`config.mk`:
```
export PLATFORM = sky130hd
export DESIGN_NAME = dmux_8way
export DESIGN_NICKNAME = d
export VERILOG_FILES = /design/src/rtl/dmux_8way.sv
export SDC_FILE = /design/constraint.sdc
export NUM_CORES = 1
export LEC_CHECK = 0
export ABC_AREA = 0
export CAP_MARGIN = 20
export CORE_MARGIN = 10
export CORE_UTILIZATION = 35
export CTS_BUF_LIST = sky130_fd_sc_hd__clkbuf_8
export CTS_CLUSTER_DIAMETER = 40
export DETAILED_ROUTE_END_ITERATION = 8
export PLACE_DENSITY = 0.72
export SKIP_CTS_REPAIR_TIMING = 1
export SLEW_MARGIN = 20
export SYNTH_ARGS = -nofsm -noshare
export SYNTH_HDL_FRONTEND = slang
export SYNTH_SLANG_ARGS = --single-unit
export TNS_END_PERCENT = 10
```
`constraint.sdc`:
```
create_clock -name clk -period 0.9 [get_ports clk]
set_input_delay 0.09 -clock clk [delete_from_list [all_inputs] [get_ports clk]]
set_output_delay 0.09 -clock clk [all_outputs]
set_load 0.05 [all_outputs]
```
`src/rtl/dmux_8way.sv`:
```
// Registered 1-to-8 demultiplexer. An enabled capture routes `in` to the channel
// chosen by `sel`, zeroes the other seven channels, and records `sel` and a valid flag.
module dmux_8way #(
  parameter int WIDTH = 1
) (
  input  logic             clk,
  input  logic             rst_n,
  input  logic             en,
  input  logic [WIDTH-1:0] in,
  input  logic [2:0]       sel,
  output logic [WIDTH-1:0] a,
  output logic [WIDTH-1:0] b,
  output logic [WIDTH-1:0] c,
  output logic [WIDTH-1:0] d,
  output logic [WIDTH-1:0] e,
  output logic [WIDTH-1:0] f,
  output logic [WIDTH-1:0] g,
  output logic [WIDTH-1:0] h,
  output logic             valid,
  output logic [2:0]       sel_q
);

  logic [7:0][WIDTH-1:0] chan_d;
  logic [7:0][WIDTH-1:0] chan_q;
  logic [2:0]            sel_cap_d;
  logic [2:0]            sel_cap_q;
  logic                  valid_d;
  logic                  valid_q;
  logic [7:0]            chan_hot_s;

  // Full 3-to-8 decode; every code owns exactly one channel.
  function automatic logic [7:0] decode_sel(input logic [2:0] s);
    logic [7:0] hot;
    case (s)
      3'd0:    hot = 8'b0000_0001;
      3'd1:    hot = 8'b0000_0010;
      3'd2:    hot = 8'b0000_0100;
      3'd3:    hot = 8'b0000_1000;
      3'd4:    hot = 8'b0001_0000;
      3'd5:    hot = 8'b0010_0000;
      3'd6:    hot = 8'b0100_0000;
      3'd7:    hot = 8'b1000_0000;
      default: hot = 8'b0000_0000;
    endcase
    return hot;
  endfunction

  // Next-state: masked routing on capture, otherwise hold data and drop valid.
  always_comb begin
    chan_hot_s = decode_sel(sel);
    chan_d     = chan_q;
    sel_cap_d  = sel_cap_q;
    valid_d    = 1'b0;
    if (en) begin
      for (int i = 0; i < 8; i++) begin
        chan_d[i] = in & {WIDTH{chan_hot_s[i]}};
      end
      sel_cap_d = sel;
      valid_d   = 1'b1;
    end else begin
      valid_d = 1'b0;
    end
  end

  // State registers with asynchronous clear.
  always_ff @(posedge clk or negedge rst_n) begin
    if (!rst_n) begin
      chan_q    <= {(8*WIDTH){1'b0}};
      sel_cap_q <= 3'b000;
      valid_q   <= 1'b0;
    end else begin
      chan_q    <= chan_d;
      sel_cap_q <= sel_cap_d;
      valid_q   <= valid_d;
    end
  end

  assign a     = chan_q[0];
  assign b     = chan_q[1];
  assign c     = chan_q[2];
  assign d     = chan_q[3];
  assign e     = chan_q[4];
  assign f     = chan_q[5];
  assign g     = chan_q[6];
  assign h     = chan_q[7];
  assign valid = valid_q;
  assign sel_q = sel_cap_q;

endmodule

```
# Yosys cells after proc, flatten, opt, wreduce, memory -nomap -nowiden

Memory sizes are Yosys's and may differ from the RTL's.
Cells that the tools add are included.

Register bits after elaboration: 12
Memories kept: 1
Bits in read-only memories: 64
Output and inout bits: 12

Multiplexer cells: 1
Bitwise logic cells: 8

Memories:

| memory           | depth | bits a word | rd ports | clocked after memory_dff | write ports | RTL line | source |
|---|---|---|---|---|---|---|---|
| (name not given) | 8     | 8           | 1        | 0                        | 0           | 34       | `case (s)` |

Operators with widths:

| cell              | number |
|---|---|
| 1-bit bitwise AND | 8 |
| 1-bit 2-to-1 mux  | 1 |

# Longest topological paths before layout

Gate-level depths: netlist of the first run.
An unclocked memory read counts as a cell.

Word-level depth: 2
Depth in mapped cells: 3

# Worst setup path after synthesis of the first run

No wires, ideal clock.

Path kind: register to register
Start point: register, netlist name b
End point: register chan_q (netlist bit b)
Slack: -0.191 ns
Data required time: 0.780 ns
Path buffers: 0
Period minus slack after synthesis: 1.091 ns
Library setup time: 0.120 ns
Stages on the path, launching flop included: 3
Data arrival time: 0.971 ns
Cells stage by stage: dfrtp_1 and2b_1 a31o_2

RTL lines:

| what                 | RTL line | source |
|---|---|---|
| end signal, assigned | 68       | `chan_q <= {(8*WIDTH){1'b0}};` |
| end signal, assigned | 72       | `chan_q <= chan_d;` |
| end, declared        | 24       | `logic [7:0][WIDTH-1:0] chan_q;` |

# Worst setup path after layout of the first run

Start point: register chan_q (netlist bit f)
End point: output port f

RTL lines:

| what          | RTL line | source |
|---|---|---|
| end, declared | 16       | `output logic [WIDTH-1:0] f,` |

No word-level cell between the ends.

==> impl_metrics.py, run 1 <==
metrics = {
    "floorplanning": {
        "start_util_pct": 38.8,
        "io_pins": 19,
        "die_h_um": 58.9,
        "core_um2": 1370,
        "rows": 13,
        "fp.dieArea_um2": 3470,
        "dieWidth_um": 58.9,
    },
    "setup_path": {
        "slowest_delay_ps": 410,
        "worstPathArrival_ps": 910,
        "crit_fanout": 2,
        "required_ps": 810,
        "reg2reg_depth": 2,
        "worstSetupPathType": "flip-flop to primary output",
        "crit_chain": "buf_6 > buf_12",
        "cp_slowest_cell": "dfrtp_2",
        "cp-end-kind": "primary output",
        "setup.worst_path.start_class": "flip-flop",
    },
    "run": {
        "maxCapViolations": 0,
    },
    "clock_tree": {
        "cts_tree": "done",
        "cts_made_buffers": 3,
        "cts.sinks": 12,
        "clockBufferDepth": 2,
        "insertion_delay_ps": 240,
        "cts_root_buf": "clkbuf_8",
        "clkTransAtPathRegs_ps": 50,
        "htree_num_levels": 1,
    },
    "logic_synthesis": {
        "synthSimpleGateAreaFrac_pct": 15.6,
        "synthCells": 38,
        "synth_xor_area_share_pct": 0,
        "synth_top_area_share_pct": 56.6,
        "netlist_top_cells_area": "dfrtp_1 (57%), and2b_1 (8.5%), a41o_1 (7.5%)",
        "ys_ff_latch": 12,
        "netlist_area_um2": 531,
        "syn_avg_cell_area_um2": 14.0,
        "ys_seq_area_share_pct": 56.6,
        "synth_top_family_by_area": "simple AND/OR/NAND/NOR gates",
        "synth_area_leader_cell": "dfrtp_1",
        "synthMuxAreaShare_pct": 9.67,
        "synth_cell_types": 15,
        "synth_compound_area_share_pct": 12.5,
        "synthAdderAreaFrac_pct": 0,
        "syn_nets": 45,
        "synth_warnings": 0,
    },
    "timing": {
        "slew_headroom_pct": 83.0,
        "slew_viol_final": 0,
        "fmax_mhz": 1000,
        "clock_skew_ps": 0,
        "finalCriticalPeriod_ps": 998,
        "tightest_slew_ps": 255,
        "hold_slack_ps": 180,
        "fin_crit_sh_pct": 111,
        "setup_viol": 8,
        "totalNegativeSetupSlack_ps": -498,
        "rsz0062_at_grt": "true",
        "hold_viol": 0,
        "setup_ws_ps": -98.2,
    },
    "placement": {
        "numPortBuffers": 18,
        "place_congestion": 0.743,
        "dpl_cell_area_um2": 927,
        "dp_hpwl_um": 964,
        "dp.cells": 80,
    },
    "detailed_routing": {
        "dr.pass1.iters": 4,
        "antenna_left": 0,
        "via_count": 431,
        "drc_errors": 0,
        "dr.first_iter.drc_count": 3,
        "viasPerCell": 5.13,
        "routed_wl_um": 1360,
        "routedWlPerCell_um": 16.2,
    },
    "final_layout": {
        "design_area_um2": 1020,
        "synthToLayoutAreaGrowth_pct": 92.7,
        "fillers": 83,
        "antenna-diode-count": 0,
        "post_layout_nonfiller_instances": 84,
        "fin_nets": 77,
        "drive_above_1_share_pct": 56.5,
    },
    "global_route": {
        "grt_usage_pct": 7.88,
        "grt_start_max_net_pins": 20,
        "antenna_found_initial": 0,
        "first_global_vias": 461,
        "grt_use_met3_pct": 7.51,
        "grt_busiest_layer": "met2",
        "grt_pass1_wl_um": 2120,
        "overflow": 0,
        "use_met2_pct": 11.9,
        "grt_util_met1_pct": 8.16,
    },
    "min_path": {
        "hold_path_class": "input port to async pin",
    },
    "power_and_ir_drop": {
        "leakagePower_nw": 0.537,
        "p_per_area_nw_per_um2": 1440,
        "peakVddDrop_mv": 1.25,
    },
    "status": {
        "failed_checks": "setup timing",
        "outcome": "complete, but fails checks",
    },
}
-- critical path: cells and delay by family, from the launching register on --
kind | cells | cell delay, ps
buffers and inverters | 2 | 250
flip-flops | 1 | 410
-- area by class of cell --
type | instances | area, um2 | area share (%)
clock inverters | 1 | 3.75 | 0.367
well taps | 15 | 18.8 | 1.84
flip-flops and latches | 12 | 309 | 30.2
inverters | 1 | 3.75 | 0.367
repair buffers | 29 | 445 | 43.6
clock buffers | 3 | 41.3 | 4.04
multi-input cells | 23 | 200 | 19.6
-- synthesized netlist by cell type, drive strengths merged --
master and n:
a41o 4, inv 1, nand4 1, mux2i 1, dfrtp 12, buf 2
and2b 6, nor2b 4, mux2 3, a31o 3, nor2 1
-- placed cells by master, fill, tap and decap left out --
master            n
buf_12           13
dfrtp_2           7
and2b_1           6
buf_6             6
dfrtp_1           5
a41o_1            4
dlymetal6s2s_1    4
nor2b_1           3
clkbuf_8          3
buf_4             3
a31o_2            2
inv_1             2
mux2_4            2
clkdlybuf4s50_1   2
nor2b_2           1
nor2_1            1
a31o_1            1
nand4_1           1
mux2i_1           1
mux2_2            1
clkbuf_16         1
-- routing by layer --
layer	routed length, um	vias up
met1	502	214
met4	12	0
met2	678	15
met3	164	2
li1	-	200
met5	0	-
-- state kept, by name (all words and copies together) (netlist names) --
signal  flops
valid       1
sel_q       3
b           1
a           1
g           1
f           1
c           1
h           1
d           1
e           1
-- cell families after synthesis --
logic type	Yosys count
simple gates	12
buf+inv	3
flops	12
compound gates	7
mux	4
-- power breakdown --
group / total [mW] / internal (mW) / leakage (nW) / switching [mW]
logic: 0.397 / 0.212 / 0.365 / 0.185
clock network: 0.477 / 0.299 / 0.0269 / 0.178
registers: 0.599 / 0.572 / 0.145 / 0.0275
total: 1.47 / 1.08 / 0.537 / 0.390
-- metrics by stage --
stage | utilization, % | total power [mW] | setup slack, ps
2_1_floorplan | - | 0.766 | -99.3
3_5_place_dp | 67.9 | 0.989 | -362
5_1_grt | 74.8 | 1.55 | -125
4_1_cts | 71.2 | 1.47 | -121
6_report | 74.8 | 1.47 | -98.2
3_3_place_gp | 67.9 | 0.984 | -346
-- final timing paths --
check	startpoint	endpoint	slack (ps)
setup / recovery	f	f	-100
hold / removal	rst_n	sel_q[0]	180
setup reg to reg	b	b	0
hold reg to reg	h	h	570
max in group asynchronous	rst_n	e	550
min in group clk	sel[1]	h	240
Power figures use the tool's default switching activity.
==> run 2: changes to the inputs <==
- PLACE_DENSITY: 0.72 -> 0.65
==> impl_metrics.py, run 2 (synthesis gave the netlist of run 1 again) <==
metrics = {
    "global_route": {
        "grt_usage_pct": 8.67,
        "antenna_found_initial": 0,
        "grt_pass1_wl_um": 2290,
        "grt_start_max_net_pins": 20,
        "overflow": 0,
        "first_global_vias": 477,
    },
    "setup_path": {
        "slowest_delay_ps": 410,
        "crit_chain": "buf_6 > buf_12",
        "worstSetupPathType": "flip-flop to primary output",
        "required_ps": 810,
        "cp-end-kind": "primary output",
        "crit_fanout": 2,
        "setup.worst_path.start_class": "flip-flop",
        "worstPathArrival_ps": 910,
        "cp_slowest_cell": "dfrtp_2",
    },
    "final_layout": {
        "fin_nets": 78,
        "layout_common_cells": "buf_12 (13), dfrtp_2 (7), and2b_1 (6), buf_6 (6), dfrtp_1 (5)",
        "final_common_cell": "buf_12",
        "antenna-diode-count": 0,
        "drive_above_1_share_pct": 58.6,
        "fillers": 79,
        "largest_register_ffs": 3,
        "synthToLayoutAreaGrowth_pct": 96.0,
        "fin_util_pct": 76.1,
        "design_area_um2": 1040,
    },
    "power_and_ir_drop": {
        "leakagePower_nw": 0.544,
        "peakVddDrop_mv": 0.724,
        "p_per_area_nw_per_um2": 1540,
    },
    "detailed_routing": {
        "routed_wl_um": 1460,
        "antenna_left": 0,
        "dr.first_iter.drc_count": 6,
        "via_count": 437,
        "viasPerCell": 5.14,
        "drc_errors": 0,
        "routedWlPerCell_um": 17.1,
        "dr.pass1.iters": 4,
    },
    "run": {
        "maxCapViolations": 0,
    },
    "timing": {
        "clock_skew_ps": 0,
        "slew_viol_final": 0,
        "slew_headroom_pct": 85.6,
        "hold_viol": 0,
        "setup_ws_ps": -95.9,
        "setup_viol": 9,
        "fmax_mhz": 1000,
        "fin_crit_sh_pct": 111,
        "rsz0062_at_grt": "true",
        "totalNegativeSetupSlack_ps": -482,
        "finalCriticalPeriod_ps": 996,
        "tightest_slew_ps": 215,
    },
    "clock_tree": {
        "clkTransAtPathRegs_ps": 60,
        "cts_root_buf": "clkbuf_8",
        "clockBufferDepth": 2,
        "insertion_delay_ps": 240,
        "cts.sinks": 12,
        "cts_made_buffers": 3,
        "cts_tree": "done",
        "htree_num_levels": 1,
    },
    "floorplanning": {
        "start_util_pct": 38.8,
        "rows": 13,
        "die_h_um": 58.9,
        "fp.dieArea_um2": 3470,
        "io_pins": 19,
        "core_um2": 1370,
        "dieWidth_um": 58.9,
    },
    "status": {
        "outcome": "complete, but fails checks",
        "failed_checks": "setup timing",
    },
    "placement": {
        "dpl_cell_area_um2": 942,
        "numPortBuffers": 18,
        "dp_hpwl_um": 1050,
        "place_congestion": 0.753,
    },
    "min_path": {
        "hold_path_class": "input port to async pin",
    },
}
run 2: changes by cell type in the layout (fill, tap and decap cells not counted):
cell / change
buf_4: +1
clkbuf_8: +1
inv_1: -1
run 2: cell type report:
class | count | area, um2 | share of cell area [%]
tap | 15 | 18.8 | 1.81
inverter | 1 | 3.75 | 0.361
clock buffer | 4 | 55.1 | 5.29
timing repair buffer | 30 | 453 | 43.6
multi-input combinational | 23 | 200 | 19.3
sequential | 12 | 309 | 29.7
run 2: worst max-delay path: cells and delay by family (launching register included):
kind	cells	cell delay, ps
buffers and inverters	2	250
flip-flops	1	410
run 2: metrics by stage:
step / setup slack, ps / power, mW / instances / hold slack, ps
after floorplan: -99.3 / 0.766 / 38 / -206
after global placement: -350 / 0.991 / 82 / 404
after detailed placement: -370 / 0.999 / 82 / 414
after CTS: -119 / 1.60 / 86 / 150
after global routing: -119 / 1.66 / 85 / 165
final: -95.9 / 1.60 / 85 / 146
run 2: report_power, final:
part / leakage [nW] / internal, mW / switching (mW) / total (mW)
clock network: 0.0288 / 0.387 / 0.212 / 0.599
logic: 0.370 / 0.216 / 0.187 / 0.402
registers: 0.145 / 0.571 / 0.0277 / 0.598
total: 0.544 / 1.17 / 0.426 / 1.60
run 2: metal layers:
metal | share of wire (%) | track usage (%)
met1 | 40 | 8.04
met2 | 53 | 15.3
met3 | 6.2 | 3.86
met4 | 0.69 | 4.92
met5 | 0 | 0
run 2: path summary, 6_finish.rpt:
check / startpoint / to / slack (ps) / cells past startpoint
max: f / f / -100 / 2
min: rst_n / c / 150 / 2
max reg2reg: f / f / 20 / 2
min reg2reg: sel_q[1] / sel_q[1] / 570 / 1
max in group asynchronous: rst_n / d / 580 / 2
min in group clk: sel[0] / h / 250 / 3
==> patch, RTL diff (settings of run 2) <==
Put a register stage on the outputs `a`, `b`, `c`, `d`, `e`, `f`, `g` and `h`, without a reset. The values now appear one clock later. The other outputs are not delayed to match.
--- a/src/rtl/dmux_8way.sv
+++ b/src/rtl/dmux_8way.sv
@@ -75,14 +75,16 @@
     end
   end
 
-  assign a     = chan_q[0];
-  assign b     = chan_q[1];
-  assign c     = chan_q[2];
-  assign d     = chan_q[3];
-  assign e     = chan_q[4];
-  assign f     = chan_q[5];
-  assign g     = chan_q[6];
-  assign h     = chan_q[7];
+  always_ff @(posedge clk) begin
+    a <= chan_q[0];
+    b <= chan_q[1];
+    c <= chan_q[2];
+    d <= chan_q[3];
+    e <= chan_q[4];
+    f <= chan_q[5];
+    g <= chan_q[6];
+    h <= chan_q[7];
+  end
   assign valid = valid_q;
   assign sel_q = sel_cap_q;
 
Function: changed (a bounded check fails within 4 cycles, from zero or initial values and one cycle with rst_n low).
==> patch against run 2 <==
The flow still finishes with violations (setup timing); worst setup slack improved by 0.071 ns; sequential cell count rose by 8; final area rose by 7.9%; cell count rose by 15%; maximum frequency rose by 7.6%; routed wire length fell by 11%; clock power fell by 5.0%; sequential share of layout area rose by 12 points; via count rose by 0.46%; synthesized area rose by 30%; power rose by 19%; critical endpoint is now sel_q[2].
==> patch: results (changes against run 2) <==
metric,value,unit,change
Antenna diodes,0,,unchanged
H-Tree Depth,1,,unchanged
Multi-input gate area,200,um2,unchanged
Hold WS,0.137,ns,-0.00877 ns
"slowest stage delay, CP",0.43,ns,+0.02 ns
violated checks,setup timing,,
layout cell share with drive strength beyond 1,40.8,%,-18 points
nets,79,,+1.3%
Ys Warns,0,,unchanged
sequential area share after synthesis,66.7,%,+10 points
most common library cells after synthesis,"dfrtp_1 (12), dfxtp_1 (8), and2b_1 (6)",,
first-pass GRT wire length,2.26,mm,-1.2%
# setup viols final,4,,-5
Slew headroom,86.0,%,+0.32 points
pre-CTS setup slack,-0.357,ns,+0.0131 ns
Iteration-0 DRC Markers,8,,+2
worst setup path endpoint,sel_q[2],,
Worst-Skew Late Latency,0.25,ns,
Syn Nets,53,,+18%
top_reg_cell synth,dfrtp_1,,
gr usage total,7.25,%,-1.4 points
# port buffers,18,,unchanged
main area contributors after synthesis,"dfrtp_1 (43%), dfxtp_1 (23%), and2b_1 (6.5%)",,
WL/cell,13.3,um,-22%
pin count of the biggest net entering global routing,20,,unchanged
Clock Skew,0.000321,ns,+0.000321 ns
internal power,1.44,mW,+22%
Post-DP Area,0.00104,mm2,+11%
leakage,0.564,nW,+3.8%
vias in the first global route,480,,+0.63%
Max Cap Violations,0,,unchanged
"CTS clk-pin slew, worst paths",0.07,ns,
FF-to-FF setup slack,0.07,ns,+0.05 ns
vias per cell,4.48,,-13%
Max VDD drop,1100,uV,+52%
CP startpoint,sel_q[2]$_DFFE_PN0P_,,
# fillers,166,,+110%
post-synth cell types,16,,+1
r2r endpoint,chan_q[6]$_DFFE_PN0P_,,
gpl congestion,0.716,,-4.9%
Synth async-reset ratio,60.0,%,-40 points
Critical Path AT,0.84,ns,-0.07 ns
reg-to-reg startpoint,chan_q[6]$_DFFE_PN0P_,,
Final WS setup,-0.0254,ns,+0.0705 ns
DPL Wire Length,939,um,-10%
number of flip-flops under the largest register name,8,,+5
status,"finished, violations left",,
patch: power by group through the flow:
stage / Combinational, mW / Clock (mW) / Sequential (mW)
final: 0.369 / 0.569 / 0.970
after global placement: 0.361 / 0 / 0.988
after detailed placement: 0.363 / 0 / 0.990
after floorplan: 0.0700 / 0 / 1.07
after CTS: 0.364 / 0.596 / 0.971
after global routing: 0.390 / 0.645 / 0.975
patch: stage by stage:
step                TNS, ns  cells
floorplan           -0.0213     46
global placement      -3.05     93
detailed placement    -3.10     93
CTS                  -0.479     97
global route         -0.183     98
finish              -0.0704     98
patch: cells by family (layout without fill, tap and decap cells):
logic type | count (synthesis) | in the layout | synth area share [%]
AND/OR/NAND/NOR | 12 | 12 | 12.0
flip-flops | 20 | 20 | 66.7
multiplexers | 4 | 4 | 7.43
buffers and inverters | 3 | 28 | 4.35
AO/OA/AOI/OAI | 7 | 7 | 9.60
patch: per-layer routing:
layer	up-vias	GRT usage (%)	share of wire, %
met5	-	0	0
met4	0	8.02	5.0
met3	5	3.44	8.2
met2	18	9.36	45
met1	206	8.06	42
li1	210	-	-
patch: cell type report:
class | instances | area share [%]
clock buffers | 3 | 3.68
well taps | 27 | 3.01
repair buffers | 23 | 33.4
inverters | 1 | 0.334
flip-flops and latches | 20 | 41.4
multi-input cells | 23 | 17.8
clock inverters | 1 | 0.334
patch: worst reg2reg max path, delay by kind of cell (launching register included):
| family | cells | cell delay (ns) |
|---|---|---|
| DFF | 1 | 0.38 |
| AOI/OAI and AO/OA | 1 | 0.19 |
| and+or+nand+nor | 1 | 0.15 |
